<file path="src/rtl/seg7_scan.sv">
// seg7_scan: time-multiplexed dual-digit hex 7-segment driver with per-frame value latch
module seg7_scan #(
  parameter int REFRESH_CYCLES = 12000,
  parameter int DEAD_CYCLES = 64,
  parameter bit ACTIVE_LOW = 1
) (
  input  logic       clk,
  input  logic       reset_i,
  input  logic [7:0] value_i,
  input  logic       lzb_i,
  input  logic       blank_i,
  output logic [6:0] seg_o,
  output logic       digit_sel_o
);
  localparam int MAX_CYCLES = REFRESH_CYCLES > DEAD_CYCLES ? REFRESH_CYCLES : DEAD_CYCLES;
  localparam int CW = $clog2(MAX_CYCLES) + 1;
  localparam logic [CW-1:0] SHOW_LOAD = CW'(REFRESH_CYCLES - 1);
  localparam logic [CW-1:0] DEAD_LOAD = CW'(DEAD_CYCLES - 1);
  localparam logic [6:0] POL = {7{ACTIVE_LOW}};
  typedef enum logic [1:0] {SHOW_LO, DEAD_A, SHOW_HI, DEAD_B} state_t;
  state_t state, state_n;
  logic [CW-1:0] cnt, cnt_n;
  logic [7:0] shadow, shadow_n;
  logic lzb, lzb_n, load, show_n, lit_n, sel_n;
  logic [3:0] nib_n;
  logic [6:0] seg_n;
  function automatic logic [6:0] decode(input logic [3:0] n);
    case (n)
      4'h0: decode = 7'h3F;
      4'h1: decode = 7'h06;
      4'h2: decode = 7'h5B;
      4'h3: decode = 7'h4F;
      4'h4: decode = 7'h66;
      4'h5: decode = 7'h6D;
      4'h6: decode = 7'h7D;
      4'h7: decode = 7'h07;
      4'h8: decode = 7'h7F;
      4'h9: decode = 7'h6F;
      4'hA: decode = 7'h77;
      4'hB: decode = 7'h7C;
      4'hC: decode = 7'h39;
      4'hD: decode = 7'h5E;
      4'hE: decode = 7'h79;
      default: decode = 7'h71;
    endcase
  endfunction
  always_comb begin
    state_n = cnt == '0 ? state_t'(state + 2'd1) : state;
    show_n = state_n == SHOW_LO || state_n == SHOW_HI;
    cnt_n = cnt == '0 ? (show_n ? SHOW_LOAD : DEAD_LOAD) : cnt - CW'(1);
    load = state == DEAD_B && cnt == '0;
    shadow_n = load ? value_i : shadow;
    lzb_n = load ? lzb_i : lzb;
    nib_n = state_n == SHOW_HI ? shadow_n[7:4] : shadow_n[3:0];
    lit_n = show_n && !blank_i && !(state_n == SHOW_HI && lzb_n && shadow_n[7:4] == 4'd0);
    seg_n = lit_n ? decode(nib_n) : 7'd0;
    sel_n = state_n == SHOW_LO ? 1'b0 : state_n == SHOW_HI ? 1'b1 : digit_sel_o;
  end
  always_ff @(posedge clk) begin
    if (reset_i) begin
      state <= DEAD_B;
      cnt <= DEAD_LOAD;
      shadow <= 8'd0;
      lzb <= 1'b0;
      seg_o <= POL;
      digit_sel_o <= 1'b0;
    end else begin
      state <= state_n;
      cnt <= cnt_n;
      shadow <= shadow_n;
      lzb <= lzb_n;
      seg_o <= POL ^ seg_n;
      digit_sel_o <= sel_n;
    end
  end
endmodule

</file>
<file path="config.mk">
export PLATFORM = sky130hd
export DESIGN_NAME = seg7_scan
export DESIGN_NICKNAME = d
export VERILOG_FILES = /design/src/rtl/seg7_scan.sv
export SDC_FILE = /design/constraint.sdc
export NUM_CORES = 1
export LEC_CHECK = 0
export CORE_MARGIN = 1.5
export CORE_UTILIZATION = 56
export DETAILED_ROUTE_END_ITERATION = 10
export GPL_TIMING_DRIVEN = 0
export PLACE_DENSITY = 0.8
export SLEW_MARGIN = 20
export SYNTH_ARGS = -nofsm -noshare
export SYNTH_HDL_FRONTEND = slang
export SYNTH_SLANG_ARGS = --single-unit
</file>
<file path="constraint.sdc">
create_clock -name clk -period 3.9 [get_ports clk]
set_input_delay 0.39 -clock clk [delete_from_list [all_inputs] [get_ports clk]]
set_output_delay 0.39 -clock clk [all_outputs]
set_load 0.05 [all_outputs]
</file>
==> results.cfg <==
[run_status]
status = finished clean

[layout]
nFillCells = 214
areaGrowthSynthToFinish_pct = 18.1
n_antenna_cell = 0
final_cell_area_um2 = 2030
fin_cells = 236
fin_nets = 226
drive_gt1_share_pct = 10.2

[synth]
avgSynthCellArea_um2 = 9.60
synth_edf_count = 0
synth_cells = 179
synth-seq-cells = 34
synth_warnings = 0
syn_nets = 200
synth_cell_type_count = 43
synthArstFlopShare_pct = 0
ys.flop_type = dfxtp_1
ys_seq_area_share_pct = 39.6
synth.cell_area_um2 = 1720

[floorplanning]
start_util_pct = 60.7
die_h_um = 58.4
dieArea_um2 = 3410
io_pins = 20
rows = 19
core_area_um2 = 2830
die_width_um = 58.4

[global_routing]
grt_antenna_before_repair = 0
grtUsageTotal_pct = 22.5
grt_max_degree = 11
grt_pass1_vias = 1285
grt_pass1_wl_um = 5780
grt_overflow_total = 0

[worst_setup_path]
path_cells = inv_1 > ha_1 > nor4b_2 > nand4_1 > buf_6 > mux2i_1 > a21o_1 > inv_1 > ha_1 > o21ai_1 > a21oi_1 > or3_1
cp_slowest_stage_delay_ns = 0.40
cp_slowest_cell = nor4b_2
path_max_fanout = 10
start_kind = register
critPathCaptureType = register
worst_ep_arrival_time_ns = 3.33
crit_type = reg -> reg
cp.required_ns = 4.12

[clock_tree]
insertion_delay_ns = 0.33
htree_levels = 2
clkTransAtPathRegs_ns = 0.10
cts.sinks = 34
clockBufferDepth = 2
root_buffer = clkbuf_4
cts_resized = 0
cts_setup_buffers = 0
cts_tree = built
numCtsBuffers = 5
postCtsHoldBufs = 0

[route]
drc = 0
routedWlPerCell_um = 14.9
routed_wl_um = 3530
ant_nets = 0
drtIter0Drc = 94
wl_met2_um = 1720
met3_wirelength_um = 186
top_layer = met4
routed_via_density = 5.91
wl_met1_um = 1510
first_pass_iters = 6
dr_total_vias = 1395

[power_and_ir_drop]
p_leak_nw = 0.829
clock_power_share_pct = 41.2
p_total_uw = 642
power_switching_uw = 129
p_int_uw = 513
power_density_nw_per_um2 = 316
peakVddDrop_v = 0.000258
seqPwrFrac_pct = 54.8
p_comb_share_pct = 4.0
switching_share_pct = 20.1

[run]
cap_violations = 0

[timing]
worst_slew_pin_slew_ns = 0.478
rsz0062_at_grt = no
slew_violations = 0
clock.fmax_mhz = 322
fin_crit_sh_pct = 79.7
slew_headroom_pct = 67.2
final.min_clock_period_ns = 3.11
setup_violations = 0
hold_viol = 0
skew_ns = 0.00600
hold_slack_ns = 0.414
setup-tns-final_ns = 0

[placed_design]
io_buffers = 19
place_area_um2 = 1950
dpl.cell_count = 229
dp_hpwl_um = 2650
gp_congestion = 0.892

[worst_hold_path]
hp-class = reg -> reg
==> cell families (layout without fill, tap and decap cells) <==
kind of cell,Yosys count,in the layout,synth area share [%]
flops,34,34,39.6
buf+inv,11,37,3.06
mux,14,14,11.3
fa+ha+maj,9,9,6.56
xor+xnor,11,11,5.61
simple gates,63,63,21.0
compound gates,37,37,12.8
==> registers in the layout (all words and copies together), names as in the netlist <==
register / flops
shadow: 8
state: 2
cnt: 15
lzb: 1
digit_sel_o: 1
seg_o: 7
==> worst paths after layout <==
| check | from | to | slack, ns | cells after the start |
|---|---|---|---|---|
| worst max register to register | cnt[0]$_SDFF_PP1_ | seg_o[3]$_SDFF_PP1_ | 0.79 | 12 |
| worst min-delay path | cnt[0]$_SDFF_PP1_ | cnt[0]$_SDFF_PP1_ | 0.41 | 1 |
| worst min register to register | cnt[0]$_SDFF_PP1_ | cnt[0]$_SDFF_PP1_ | 0.41 | 1 |
| worst max-delay path | cnt[0]$_SDFF_PP1_ | seg_o[3]$_SDFF_PP1_ | 0.79 | 12 |
==> worst max-delay path: cells and delay by family (launching register included) <==
kind | cells | cell delay, ns
DFF | 1 | 0.34
and+or+nand+nor | 3 | 0.89
muxes | 1 | 0.40
adders and majority gates | 2 | 0.41
AOI/OAI and AO/OA | 3 | 0.56
buffers and inverters | 3 | 0.40
==> power groups by stage <==
stage | logic (mW) | registers [mW] | clock network, mW
after floorplan | 0.00991 | 0.359 | 0
after global placement | 0.0242 | 0.360 | 0
after detailed placement | 0.0253 | 0.360 | 0
after CTS | 0.0254 | 0.352 | 0.268
after global routing | 0.0277 | 0.353 | 0.282
final | 0.0255 | 0.352 | 0.264
==> cell usage after synthesis, types with 4 or more instances <==
cell	instances	area (um2)
nor2_1	17	63.8
o21ai_1	5	25.0
nor2b_1	4	25.0
nand3_1	5	25.0
a21oi_1	15	75.1
nand2_1	16	60.1
xor2_1	5	43.8
xnor2_1	6	52.6
dfxtp_1	34	681
ha_1	9	113
o21ai_0	4	20.0
mux2i_1	6	60.1
inv_1	7	26.3
or3_1	4	25.0
==> metal layers <==
layer | vias up | track usage [%]
met5 | - | 0
met4 | 0 | 9.63
met3 | 17 | 5.49
met2 | 52 | 38.7
met1 | 643 | 26.6
li1 | 683 | -
==> placed cells by master (no fill, tap or decap), types with 4 or more instances in the layout <==
| cell | instances |
|---|---|
| o21ai_0 | 4 |
| o21ai_1 | 5 |
| clkdlybuf4s50_1 | 19 |
| nand3_1 | 5 |
| or3_1 | 4 |
| nand2_1 | 16 |
| mux2i_1 | 6 |
| xor2_1 | 5 |
| xnor2_1 | 6 |
| dfxtp_1 | 34 |
| inv_1 | 7 |
| nor2_1 | 17 |
| nor2b_1 | 4 |
| ha_1 | 9 |
| a21oi_1 | 15 |
| clkbuf_4 | 5 |
==> area by class of cell <==
class                           instances  area [um2]  share of cell area, %
Sequential cell                        34         681                   33.6
Inverter                                7        26.3                   1.30
Multi-Input combinational cell        134         985                   48.6
Buffer                                  4        26.3                   1.30
Clock buffer                            6        51.3                   2.53
Clock inverter                          1        30.0                   1.48
Timing Repair Buffer                   19         190                   9.38
Tap cell                               31        38.8                   1.91
==> through the flow <==
step | util [%] | setup WS [ns]
floorplan | - | 1.26
global placement | 68.8 | 1.01
detailed placement | 68.8 | 0.876
CTS | 71.7 | 0.842
global route | 71.7 | 0.543
finish | 71.7 | 0.793
Note: power is estimated with default switching activity, not from simulation.
